### src/rtl/fft_pkg.sv
// rtl/fft_pkg.sv - shared FFT constants: beat select encoding, pair field offsets, splitter FSM states
package fft_pkg;

    localparam logic SEL_REAL = 1'b0;
    localparam logic SEL_IMAG = 1'b1;

    // Component positions (in data_width units) inside a packed complex pair
    localparam int ZR1_IDX = 0;
    localparam int ZI1_IDX = 1;
    localparam int ZR2_IDX = 2;
    localparam int ZI2_IDX = 3;

    typedef enum logic [1:0] {
        ST_IDLE = 2'd0,
        ST_REAL = 2'd1,
        ST_IMAG = 2'd2
    } split_state_e;

endpackage

### src/rtl/cplx_pair_unpack.sv
// rtl/cplx_pair_unpack.sv - selects the {z2,z1} real or imaginary slice of a packed complex pair
module cplx_pair_unpack
    import fft_pkg::*;
#(
    parameter int data_width = 8
) (
    input  logic [4*data_width-1:0] pair_data,
    input  logic                    sel,
    output logic [2*data_width-1:0] beat_data
);

    always_comb begin
        if (sel == SEL_IMAG) begin
            beat_data = {pair_data[ZI2_IDX*data_width +: data_width],
                         pair_data[ZI1_IDX*data_width +: data_width]};
        end else begin
            beat_data = {pair_data[ZR2_IDX*data_width +: data_width],
                         pair_data[ZR1_IDX*data_width +: data_width]};
        end
    end

endmodule

### src/rtl/reg_in_split.sv
// rtl/reg_in_split.sv - splits a packed complex pair into two beats (reals, imags); REG_IN_IMAG_FIRST_EN swaps beat order
module reg_in_split
    import fft_pkg::*;
#(
    parameter int NO_comp_word = 2,
    parameter int data_width   = 8
) (
    input  logic                                 clk,
    input  logic                                 rst,
    input  logic                                 enable,
    input  logic [2*NO_comp_word*data_width-1:0] in_data,
    input  logic                                 in_valid,
    output logic                                 in_ready,
    output logic [NO_comp_word*data_width-1:0]   out_data,
    output logic                                 out_sel,
    output logic                                 out_last,
    output logic                                 out_valid,
    input  logic                                 out_ready
);

    localparam int PW = 2 * NO_comp_word * data_width;
    localparam int BW = NO_comp_word * data_width;

    // ST_REAL/ST_IMAG mean first/second beat; the macro only changes which component goes first
`ifdef REG_IN_IMAG_FIRST_EN
    localparam logic FIRST_SEL  = SEL_IMAG;
`else
    localparam logic FIRST_SEL  = SEL_REAL;
`endif
    localparam logic SECOND_SEL = ~FIRST_SEL;

    split_state_e  state_q, state_d;
    logic [PW-1:0] cur_q, cur_d;
    logic [PW-1:0] nxt_q, nxt_d;
    logic          nxt_full_q, nxt_full_d;
    logic [BW-1:0] out_data_q, out_data_d;
    logic          out_sel_q, out_sel_d;
    logic          out_last_q, out_last_d;
    logic          out_valid_q, out_valid_d;
    logic          accept;
    logic          beat_sel;
    logic [BW-1:0] beat_data;

    assign in_ready  = enable & ~nxt_full_q;
    assign accept    = in_valid & in_ready;
    assign out_data  = out_data_q;
    assign out_sel   = out_sel_q;
    assign out_last  = out_last_q;
    assign out_valid = out_valid_q;

    always_ff @(posedge clk) begin
        if (!rst) begin
            state_q     <= ST_IDLE;
            cur_q       <= '0;
            nxt_q       <= '0;
            nxt_full_q  <= 1'b0;
            out_data_q  <= '0;
            out_sel_q   <= 1'b0;
            out_last_q  <= 1'b0;
            out_valid_q <= 1'b0;
        end else begin
            state_q     <= state_d;
            cur_q       <= cur_d;
            nxt_q       <= nxt_d;
            nxt_full_q  <= nxt_full_d;
            out_data_q  <= out_data_d;
            out_sel_q   <= out_sel_d;
            out_last_q  <= out_last_d;
            out_valid_q <= out_valid_d;
        end
    end

    always_comb begin
        state_d    = state_q;
        cur_d      = cur_q;
        nxt_d      = nxt_q;
        nxt_full_d = nxt_full_q;
        if (enable) begin
            case (state_q)
                ST_IDLE: begin
                    if (accept) begin
                        state_d = ST_REAL;
                        cur_d   = in_data;
                    end
                end
                ST_REAL: begin
                    if (out_ready) state_d = ST_IMAG;
                    if (accept) begin
                        nxt_d      = in_data;
                        nxt_full_d = 1'b1;
                    end
                end
                ST_IMAG: begin
                    if (out_ready) begin
                        // accept cannot coincide with nxt_full, since in_ready is low then
                        if (nxt_full_q) begin
                            state_d    = ST_REAL;
                            cur_d      = nxt_q;
                            nxt_full_d = 1'b0;
                        end else if (accept) begin
                            state_d = ST_REAL;
                            cur_d   = in_data;
                        end else begin
                            state_d = ST_IDLE;
                        end
                    end else if (accept) begin
                        nxt_d      = in_data;
                        nxt_full_d = 1'b1;
                    end
                end
                default: state_d = ST_IDLE;
            endcase
        end
    end

    assign beat_sel = (state_d == ST_IMAG) ? SECOND_SEL : FIRST_SEL;

    cplx_pair_unpack #(
        .data_width (data_width)
    ) u_unpack (
        .pair_data (cur_d),
        .sel       (beat_sel),
        .beat_data (beat_data)
    );

    // Outputs are precomputed from next state so they come straight from flops
    always_comb begin
        out_data_d  = out_data_q;
        out_sel_d   = out_sel_q;
        out_last_d  = out_last_q;
        out_valid_d = out_valid_q;
        if (enable) begin
            case (state_d)
                ST_REAL: begin
                    out_valid_d = 1'b1;
                    out_sel_d   = FIRST_SEL;
                    out_last_d  = 1'b0;
                    out_data_d  = beat_data;
                end
                ST_IMAG: begin
                    out_valid_d = 1'b1;
                    out_sel_d   = SECOND_SEL;
                    out_last_d  = 1'b1;
                    out_data_d  = beat_data;
                end
                default: out_valid_d = 1'b0;
            endcase
        end
    end

endmodule

### config.mk
export PLATFORM = sky130hd
export DESIGN_NAME = reg_in_split
export DESIGN_NICKNAME = d
export VERILOG_FILES = /design/src/rtl/fft_pkg.sv /design/src/rtl/cplx_pair_unpack.sv /design/src/rtl/reg_in_split.sv
export SDC_FILE = /design/constraint.sdc
export NUM_CORES = 1
export LEC_CHECK = 0
export CORE_UTILIZATION = 51
export DETAILED_ROUTE_END_ITERATION = 6
export PLACE_DENSITY = 0.87
export SETUP_SLACK_MARGIN = 0.4
export SLEW_MARGIN = 20
export SYNTH_ARGS = -nofsm -noshare
export SYNTH_HDL_FRONTEND = slang
export SYNTH_HIERARCHICAL = 1
export SYNTH_SLANG_ARGS = --single-unit
### constraint.sdc
create_clock -name clk -period 2.9 [get_ports clk]
set_input_delay 0.725 -clock clk [delete_from_list [all_inputs] [get_ports clk]]
set_output_delay 0.725 -clock clk [all_outputs]
set_load 0.005 [all_outputs]
# --- After elaboration in Yosys (flattened, before gate mapping) ---
# Cells that the tools add are included.
classes:
  eq_ne: 5
  muxes: 22
  bitwise: 3
  n_reduce_logical: 8
ops:
  columns: ["op", "count"]
  rows:
  - ["$mux W32", 6]
  - ["$pmux W32 S2", 2]
  - ["$mux W16", 1]
  - ["$mux W2", 4]
  - ["$mux W1", 6]
  - ["$pmux W2 S3", 1]
  - ["$reduce_and A2 Y1", 3]
  - ["$eq A2 B1 Y1 const B", 2]
  - ["$eq A2 B2 Y1 const B", 2]
  - ["$pmux W1 S2", 2]
  - ["$reduce_bool A2 Y1", 2]
  - ["$reduce_and A3 Y1", 1]
  - ["$and A1 B1 Y1", 2]
  - ["$logic_not A2 Y1", 1]
  - ["$ne A2 B2 Y1 const B", 1]
  - ["$reduce_or A2 Y1", 1]
  - ["$not A1 Y1", 1]
totals:
  reg_bits: 85
  in_bits: 37
  output_inout_bits: 20
  elab_cells: 45

# --- Logic depth before layout (Yosys ltp) ---
# Gate-level depths: netlist of run 1.
depth:
  word_depth: 11
  ltp_mapped: 13
  mapped_depth_nobuf: 10

# --- By module ---
# Netlist of run 1, hierarchy kept.
by_module_without_submodules:
  columns: ["module", "instances", "cells_per_inst", "area_per_inst_um2"]
  rows:
  - ["reg_in_split", 1, 522, 4533.1]
  - ["cplx_pair_unpack", 1, 18, 249.0]

# --- Least setup slack after synthesis of run 1 ---
# Ideal clock, no wire load.
synth_path:
  kind: "input to register"
  from: "input port in_valid"
  to: "register out_data_q[5], in the netlist out_data[5]"
  arrival_ns: 2.863
  setup_slack_ns: -0.033
  path_stages: 13
  n_path_buf: 5
  cell_sequence: "buf_2 -> nand2b_4 -> buf_6 -> buf_6 -> a221o_1 -> a21oi_1 -> nor2_1 -> ha_1 -> nand2b_1 -> clkbuf_1 -> clkbuf_1 -> nand2_1 -> a21boi_1"
synth_between:
  elab_cells_between_ends: 18
  cone_classes: "2 x eq/ne; 13 x mux; 1 x bitwise; 2 x reduce/logical"
synth_lines:
  columns: ["item", "line_no", "text"]
  rows:
  - ["start: declaration", "reg_in_split.sv:12", "input logic in_valid,"]
  - ["$and A1 B1 Y1 *", "reg_in_split.sv:45", "assign accept = in_valid & in_ready;"]
  - ["$mux W2 *", "reg_in_split.sv:81", "if (accept) begin"]
  - ["$pmux W2 S3 *", "reg_in_split.sv:79", "case (state_q)"]
  - ["$mux W2 *", "reg_in_split.sv:78", "if (enable) begin"]
  - ["named net state_d[1]", "reg_in_split.sv:32", "split_state_e state_q, state_d;"]
  - ["$eq A2 B2 Y1 / $eq A2 B1 Y1 (equally long branches)", "reg_in_split.sv:116, reg_in_split.sv:133", null]
  - ["$mux W1 / $reduce_or A2 Y1 (equally long branches)", null, null]
  - ["$mux W16 / $reduce_and A2 Y1 (equally long branches)", null, null]
  - ["end signal: assignment", "reg_in_split.sv:66", "out_data_q <= out_data_d;"]
  - ["end: declaration", "reg_in_split.sv:36", "logic [BW-1:0] out_data_q, out_data_d;"]
# Mark *: on every way through the listed nets, which the timed path passes. The rest lies on a longest branch.
# A chain may end at the register's enable or synchronous reset.

# --- Worst setup path after layout of run 1 ---
layout_path:
  from: "input port enable"
  to: "output port in_ready"
layout_between:
  elab_chain_cells: 1
layout_lines:
  columns: ["item", "line_no", "text"]
  rows:
  - ["start: declaration", "reg_in_split.sv:10", "input logic enable,"]
  - ["$and A1 B1 Y1", "reg_in_split.sv:44", "assign in_ready = enable & ~nxt_full_q;"]
  - ["end: declaration", "reg_in_split.sv:13", "output logic in_ready,"]
# No other way between the ends.

==> impl_metrics.toml, run 1 <==
[placement]
dp_cells = 679
io_buffer_count = 56
dp_hpwl_mm = 8.27
gp_congestion = 0.907

[critical_path]
path_depth = 4
r2r_slack_ns = 0.59
critPathArrivalTime_ns = 1.69
cp_top_family = "buffers and inverters"
crit_buf_inv = 3
crit_fanout = 7
r2r_cells = 7
worstSetupStartpointType = "primary input"
worstPathRequired_ns = 2.17
crit_chain = "clkdlybuf4s15_2 -> inv_2 -> nor2_1 -> clkdlybuf4s50_1"
critPathKind = "in -> out"
reg2reg_to = "out_data[3]$_SDFFE_PN0P_"
cpMaxStageDelayCell = "clkdlybuf4s50_1"
reg2reg_from = "nxt_full_q$_SDFFE_PN0P_"
crit_path_end_kind = "output port"
cp_slowest_stage_delay_ns = 0.51

[yosys]
syn_avg_cell_area_sq_um = 8.86
syn-cell-area_sq_um = 4780
synth_edf_count = 0
ys_seq_area_share_pct = 35.6
synth_area_leaders = "dfxtp_1 36%, mux2_4 12%, nand2_1 11%"
ys_ff_latch = 85
yosys_warnings = 6
syn_nets = 582
synth_cell_types = 35
synthArstFlopShare_pct = 0
synth_top_area_share_pct = 35.6
yosysTopAreaCell = "dfxtp_1"
syn_inst = 540
ys.flop_type = "dfxtp_1"

[clock_tree]
cts_sinks = 85
htree_levels = 3
cts_setup_buffers = 0
path_clk_slew_ns = 0.08
cts_root_buffer = "clkbuf_8"
cts_tree = "built"
cts_inserted_buffers = 9
clkLatencyLatePin_ns = 0.37
hold_buffers = 0
clk_path_buf_depth = 2

[grt]
antenna_found_initial = 0
grtUsageTotal_pct = 26.7
grt-ovfl-total = 0
grt_first_pass_wirelength_mm = 20.6
grt_max_degree = 54
grt_pass1_vias = 4157

[final_layout]
final_common_cell = "nand2_1"
insertedDiodeCount = 0
stdcell_count = 696
drive_above_1_share_pct = 17.2
area_delta_synth_final_pct = 19.7
layout_common_cells = "134 x nand2_1, 84 x dfxtp_1, 52 x clkdlybuf4s50_1"
multi_input_area_sq_um = 2830
n_fill_cell = 689
regArea_sq_um = 1700
fin_nets = 625

[hold_path]
holdPathEnd = "out_data[6]$_SDFFE_PN0P_"
hold_depth = 2
hp-start = "out_data[6]$_SDFFE_PN0P_"
hold_class = "reg -> reg"

[detailed_routing]
wire_per_inst_um = 18.0
drt_wl_total_mm = 12.5
ant_nets = 0
drcViolationCount = 0
avgViaCountPerCell = 6.16
vias = 4285
dr.pass1.iters = 7
drt_iter0_drc = 421

[sta]
slew_viol_final = 0
fmax_mhz = 413
slew_headroom_pct = 65.5
min_period_ns = 2.42
hold_violations = 0
period_share_pct = 83.4
tightestPinTransition_ns = 0.517
finalClockSkew_ns = 0.00814
holdWs_ns = 0.451
finalSetupViolations = 0
rsz0062_at_grt = "no"

[floorplanning]
initial_core_util_pct = 53.8
io_pins = 57
die-area_sq_um = 9770
die_w_um = 98.8
die_y_um = 98.8
rows = 34
core_area_sq_um = 8890

[flow_run]
cap_viol_max_count = 0

[pwr]
p_leak_nw = 2.08
powerDensity_nw_per_um2 = 472
ir_worst_vdd_v = 0.000256

[status]
status = "finished clean"
-- layout make-up --
class | count | area share, %
Multi-Input combinational cell | 398 | 49.4
Sequential cell | 85 | 29.7
Timing Repair Buffer | 84 | 14.4
Tap cell | 108 | 2.36
Clock buffer | 10 | 2.23
Clock inverter | 6 | 1.53
Inverter | 5 | 0.328
-- synth_stat cells, drive strengths merged (2+ instances only) --
library cell and instances:
a211o 2, a21boi 51, a21oi 34, a221o 32
a31oi 2, and2 34, buf 18, clkbuf 35
dfxtp 85, ha 5, inv 5, mux2 48
nand2 134, nand2b 4, nand4b 32, nor2 6
o21ai 4
-- stage by stage --
stage / utilization (%) / total power, mW / instance area [sq um] / setup TNS (ns) / setup slack [ns]
after floorplan: - / 1.61 / 4830 / 0 / 0.333
after global placement: 61.9 / 1.77 / 5500 / 0 / 0.0468
after detailed placement: 61.9 / 1.78 / 5500 / -0.0547 / -0.0212
after CTS: 64.4 / 2.70 / 5720 / 0 / 0.463
after global routing: 64.4 / 2.80 / 5730 / 0 / 0.420
final: 64.4 / 2.70 / 5730 / 0 / 0.480
-- worst max-delay path by stage --
| stage | from | endpoint |
|---|---|---|
| 6_report | enable | in_ready |
| 5_1_grt | enable | in_ready |
| 4_1_cts | enable | in_ready |
| 3_3_place_gp | enable | out_data[10]$_SDFFE_PN0P_ |
| 3_5_place_dp | in_valid | out_data[2]$_SDFFE_PN0P_ |
| 2_1_floorplan | in_valid | out_data[10]$_SDFFE_PN0P_ |
-- report_power, final --
group / switching, mW / internal [mW] / total [mW]
registers: 0.0310 / 1.21 / 1.24
clock network: 0.444 / 0.484 / 0.928
logic: 0.249 / 0.282 / 0.531
-- worst min-delay path, stage by stage, from the launching register on --
cell      delay [ns]
dfxtp_1         0.31
nand2_1         0.05
a21boi_1        0.05
-- cells by family (layout without fill, tap and decap cells) --
kind of cell               count (synthesis)  count (layout)  share of synthesized area (%)
and+or+nand+nor                          214             215                           22.5
AOI/OAI and AO/OA                        130             130                           20.2
DFF                                       85              85                           35.6
buffers and inverters                     58             105                           6.15
muxes                                     48              48                           14.3
adders and majority gates                  5               5                           1.31
-- sequential cells by signal, indices dropped and copies added, names as in the netlist --
register / cells
state_q: 2
out_valid: 1
nxt_q: 32
out_last: 1
nxt_full_q: 1
out_data: 16
cur_q: 32
-- routing by layer --
layer	wire length [um]	track usage [%]
met1	5460	34.8
met2	5860	44.0
met3	939	4.26
met4	261	11.0
met5	0	0
-- timing repair --
action                                  in CTS  in global routing
endpoints found under the setup margin      18                 11
gates cloned                                 1                  0
gates resized for setup                      5                  2
(Power assumes the default switching activity.)
==> run 2: changes to the inputs <==
CORE_UTILIZATION = 55   (was 51)
PLACE_DENSITY = 0.89   (was 0.87)
clock period = 2.39 ns   (was 2.9 ns; I/O delays follow)
==> run 2 against run 1 <==
Against the previous run:
- sequential power grew 22%
- cell count is 2.6% higher
- count of clock-buffer cells in the layout grew 2
- the run now ends with DRC left
- sequential cell count unchanged
- power grew 28%
- largest cell class unchanged
- critical path depth is 7 higher
- combinational power rose by 46%
- die area down 7.1%
- cell area up 7.0%
- clock power grew 27%
==> impl_metrics.toml, run 2 (same netlist as run 1, synthesis figures left out) <==
[status]
status = "complete, but fails checks"
violations = "DRC"

[detailed_routing]
drcViolationCount = 1
ant_nets = 0
vias = 4673
avgViaCountPerCell = 6.54
drt_iter0_drc = 508
wire_per_inst_um = 21.2
dr.pass1.iters = 7
drt_wl_total_mm = 15.2

[floorplanning]
io_pins = 57
core_area_sq_um = 8300
rows = 33
die-area_sq_um = 9070
initial_core_util_pct = 57.6
die_y_um = 95.2
die_w_um = 95.2

[critical_path]
reg2reg_from = "state_q[0]$_SDFF_PN0_"
cp_common_cell = "ha_4"
r2r_slack_ns = 0.21
r2r_cells = 11
reg2reg_to = "out_data[0]$_SDFFE_PN0P_"
critPathKind = "reg -> reg"
cp_slowest_stage_delay_ns = 0.38
crit_buf_inv = 2
crit_chain = "buf_6 -> ha_4 -> nor2_2 -> nor3_2 -> o21ai_2 -> and2_4 -> ha_4 -> buf_12 -> mux2_4 -> nand2_2 -> a21boi_1"
critPathArrivalTime_ns = 2.45
crit_path_end_kind = "flop"
cp_top_family = "simple AND/OR/NAND/NOR gates"
worstPathRequired_ns = 2.66
cpMaxStageDelayCell = "dfxtp_4"
crit_fanout = 7
worstSetupStartpointType = "flop"

[sta]
fmax_mhz = 458
finalClockSkew_ns = 0.0126
slew_headroom_pct = 70.2
period_share_pct = 91.4
finalSetupViolations = 0
tightestPinTransition_ns = 0.447
fin_ws_ns = 0.207
min_period_ns = 2.18
holdWs_ns = 0.454
rsz0062_at_grt = "yes"
slew_viol_final = 0
hold_violations = 0

[clock_tree]
cts_root_buffer = "clkbuf_8"
cts_tree = "built"
clkLatencyLatePin_ns = 0.37
htree_levels = 3
cts_inserted_buffers = 9
hold_buffers = 0
clk_path_buf_depth = 2
cts_sinks = 85
path_clk_slew_ns = 0.09

[final_layout]
design_area_sq_um = 6130
stdcell_count = 714
utilization_pct = 73.8
layout_common_cells = "125 x nand2_1, 82 x dfxtp_1, 51 x clkdlybuf4s50_1"
n_fill_cell = 537
insertedDiodeCount = 0
drive_above_1_share_pct = 25.5
area_delta_synth_final_pct = 28.1
fin_nets = 646
final_common_cell = "nand2_1"

[placement]
gp_congestion = 0.876
place_area_sq_um = 5550
io_buffer_count = 56
pre_cts_slack_ns = -0.402
dp_cells = 686
dp_hpwl_mm = 8.27

[hold_path]
hold_depth = 2
hp-start = "nxt_q[19]$_SDFFE_PN0P_"
hold_class = "reg -> reg"
holdPathEnd = "nxt_q[19]$_SDFFE_PN0P_"

[grt]
grt_max_degree = 86
grtUsageTotal_pct = 32.0
antenna_found_initial = 0
grt_pass1_vias = 4366
grt_first_pass_wirelength_mm = 22.1
grt-ovfl-total = 0

[pwr]
p_leak_nw = 2.27
ir_worst_vdd_v = 0.000356
powerDensity_nw_per_um2 = 565

[flow_run]
cap_viol_max_count = 0
[run 2: cell count changes in the layout (fill, tap and decap cells not counted), moves of 5 or more]
cell	delta
nand2_1	-9
a21boi_1	-8
buf_4	+13
buf_6	+8
mux2_2	-5
a21boi_2	+8
nand2_2	+8
mux2_4	+5
[run 2: worst register-to-register path, cell delays in order (launching register included)]
cell and delay, ns:
dfxtp_4 0.38, buf_6 0.13, ha_4 0.17, nor2_2 0.15
nor3_2 0.07, o21ai_2 0.19, and2_4 0.20, ha_4 0.20
buf_12 0.16, mux2_4 0.31, nand2_2 0.07, a21boi_1 0.06
[run 2: worst max-delay path by stage]
stage | start | endpoint | slack, ns | depth (start not counted)
5_1_grt | state_q[0]$_SDFF_PN0_ | out_data[15]$_SDFFE_PN0P_ | 0.21 | 11
6_report | state_q[0]$_SDFF_PN0_ | out_data[0]$_SDFFE_PN0P_ | 0.21 | 11
3_5_place_dp | in_valid | out_data[15]$_SDFFE_PN0P_ | -0.40 | 10
3_3_place_gp | in_valid | out_data[4]$_SDFFE_PN0P_ | -0.34 | 8
4_1_cts | state_q[0]$_SDFF_PN0_ | out_data[15]$_SDFFE_PN0P_ | 0.33 | 10
2_1_floorplan | in_valid | out_data[10]$_SDFFE_PN0P_ | -0.05 | 13
[run 2: repair_timing]
action	CTS	global route
setup buffers	8	0
gates cloned	2	2
endpoints found under the setup margin	83	18
pin swaps	15	22
gates resized for setup	45	33
[run 2: report_power, final]
part           total (mW)  leakage [nW]  internal, mW  switching, mW
logic               0.773          1.46         0.409          0.365
registers            1.51         0.692          1.47         0.0406
clock network        1.18         0.116         0.643          0.532
total                3.46          2.27          2.52          0.937
[run 2: metal layers]
metal / vias up / wire (um) / track usage (%)
met1: 2226 / 5860 / 38.7
met2: 321 / 7190 / 53.6
met3: 103 / 1290 / 5.42
met5: - / 0 / 0
met4: 0 / 821 / 17.7
li1: 2023 / - / -
[run 2: per-stage QoR]
step	setup TNS (ns)	total power, mW
2_1_floorplan	-0.524	1.95
3_3_place_gp	-9.87	2.15
3_5_place_dp	-12.50	2.17
4_1_cts	0	3.37
5_1_grt	0	3.56
6_report	0	3.46
[run 2: cell type report]
type	instances	area, sq um	area share (%)
clock buffers	12	155	2.53
clock inverters	4	70.1	1.14
flip-flops and latches	85	1710	27.9
inverters	5	28.8	0.470
repair buffers	104	1020	16.6
multi-input cells	399	3010	49.2
well taps	105	131	2.14
==> run 3: changes to the inputs <==
DONT_BUFFER_PORTS = 1   (was unset)
PLACE_DENSITY = 0.8   (was 0.89)
==> run 3 against run 2 <==
Against the previous run:
- the run now ends clean
- count of clock-buffer cells in the layout down 2
- sequential power about the same
- first-iteration DRC count down 29%
- clock power up 5%
- power is 3.7% lower
- non-clock buffer count is 76 lower
- maximum frequency increased by 0.92%
- register-to-register slack improved by 0.02 ns
- cell count shrank 10%
- highest routed layer unchanged
==> impl_metrics.toml, run 3 (same netlist as run 1, synthesis figures left out) <==
[status]
status = "finished clean"

[grt]
grt_first_pass_wirelength_mm = 20.2
grt_max_degree = 86
grtUsageTotal_pct = 29.6
antenna_found_initial = 0
grt-ovfl-total = 0
grt_pass1_vias = 3827

[sta]
finalSetupViolations = 0
period_share_pct = 90.5
slew_viol_final = 0
fmax_mhz = 462
tightestPinTransition_ns = 0.650
hold_violations = 0
finalClockSkew_ns = 0.0142
slew_headroom_pct = 56.4
rsz0062_at_grt = "yes"
fin_ws_ns = 0.227
holdWs_ns = 0.350
setup_tns_ns = 0
min_period_ns = 2.16

[placement]
dp_hpwl_mm = 7.45
gp_congestion = 0.871
pre_cts_slack_ns = 0.0343
place_area_sq_um = 4850
dp_cells = 606
io_buffer_count = 0

[final_layout]
layout_common_cells = "122 x nand2_1, 82 x dfxtp_1, 49 x a21boi_1"
drive_above_1_share_pct = 23.7
area_delta_synth_final_pct = 14.3
final_common_cell = "nand2_1"
stdcell_count = 640
design_area_sq_um = 5470
insertedDiodeCount = 0
utilization_pct = 65.9
fin_nets = 572

[clock_tree]
path_clk_slew_ns = 0.09
clk_path_buf_depth = 2
cts_tree = "built"
cts_root_buffer = "clkbuf_8"
hold_buffers = 0
cts_sinks = 85
clkLatencyLatePin_ns = 0.37
cts_inserted_buffers = 9
htree_levels = 3

[floorplanning]
die-area_sq_um = 9070
die_y_um = 95.2
die_w_um = 95.2
initial_core_util_pct = 57.6
core_area_sq_um = 8300
rows = 33
io_pins = 57

[detailed_routing]
drt_wl_total_mm = 13.2
wire_per_inst_um = 20.6
dr.pass1.iters = 5
drt_iter0_drc = 362
vias = 4082
drcViolationCount = 0
avgViaCountPerCell = 6.38
ant_nets = 0

[critical_path]
crit_path_end_kind = "flop"
critPathArrivalTime_ns = 2.42
worstSetupStartpointType = "flop"
critPathKind = "reg -> reg"
crit_fanout = 5
worstPathRequired_ns = 2.65

[flow_run]
cap_viol_max_count = 0

[pwr]
p_total_mw = 3.33
p_leak_nw = 1.98
powerDensity_nw_per_um2 = 609
ir_worst_vdd_v = 0.000307

[hold_path]
hold_class = "in -> reg"
## run 3: cell types whose count changed in the layout (fill, tap and decap cells not counted), moves of 3 or more
cell,delta
nand2_2,+4
clkdlybuf4s50_1,-51
a21boi_2,-6
a21boi_1,+6
buf_12,+3
a31o_4,+3
buf_4,-20
nand2_1,-3
buf_6,-5
## run 3: worst paths after layout
| check | startpoint | end | slack [ns] | cells after the start |
|---|---|---|---|---|
| max | state_q[1]$_SDFF_PN0_ | out_data[8]$_SDFFE_PN0P_ | 0.23 | 11 |
| max reg2reg | state_q[1]$_SDFF_PN0_ | out_data[8]$_SDFFE_PN0P_ | 0.23 | 11 |
| min reg2reg | nxt_q[14]$_SDFFE_PN0P_ | nxt_q[14]$_SDFFE_PN0P_ | 0.45 | 2 |
| min | in_data[1] | nxt_q[1]$_SDFFE_PN0P_ | 0.35 | 2 |
## run 3: metal layers
layer | track usage (%) | routed length, um
met2 | 45.0 | 6000
met3 | 8.05 | 1210
met1 | 38.9 | 5580
met5 | 0 | 0
met4 | 13.4 | 382
## run 3: timing repair
action                                  in CTS  in global routing
cloned                                       6                  1
gates resized for setup                     27                 24
pin swaps                                   17                 19
buffers inserted                             6                  5
endpoints found under the setup margin      73                 42
## run 3: area by class of cell
class	instances	area, sq um
multi-input combinational	401	3000
sequential	85	1710
clock buffer	10	128
tap	105	131
fill	618	2830
inverter	5	26.3
clock inverter	6	111
timing repair buffer	28	357
## run 3: where the power goes
| part | switching, mW | internal (mW) | leakage (nW) |
|---|---|---|---|
| clock network | 0.544 | 0.695 | 0.116 |
| registers | 0.0378 | 1.47 | 0.692 |
| logic | 0.265 | 0.320 | 1.17 |
## run 3: critical path: stages (launching register included)
cell	delay, ns
dfxtp_4	0.41
inv_4	0.05
ha_2	0.20
nor2_1	0.13
nor3_2	0.05
o21ai_1	0.20
and2_4	0.19
ha_4	0.22
buf_12	0.15
mux2_4	0.31
nand2_2	0.08
a21boi_1	0.06
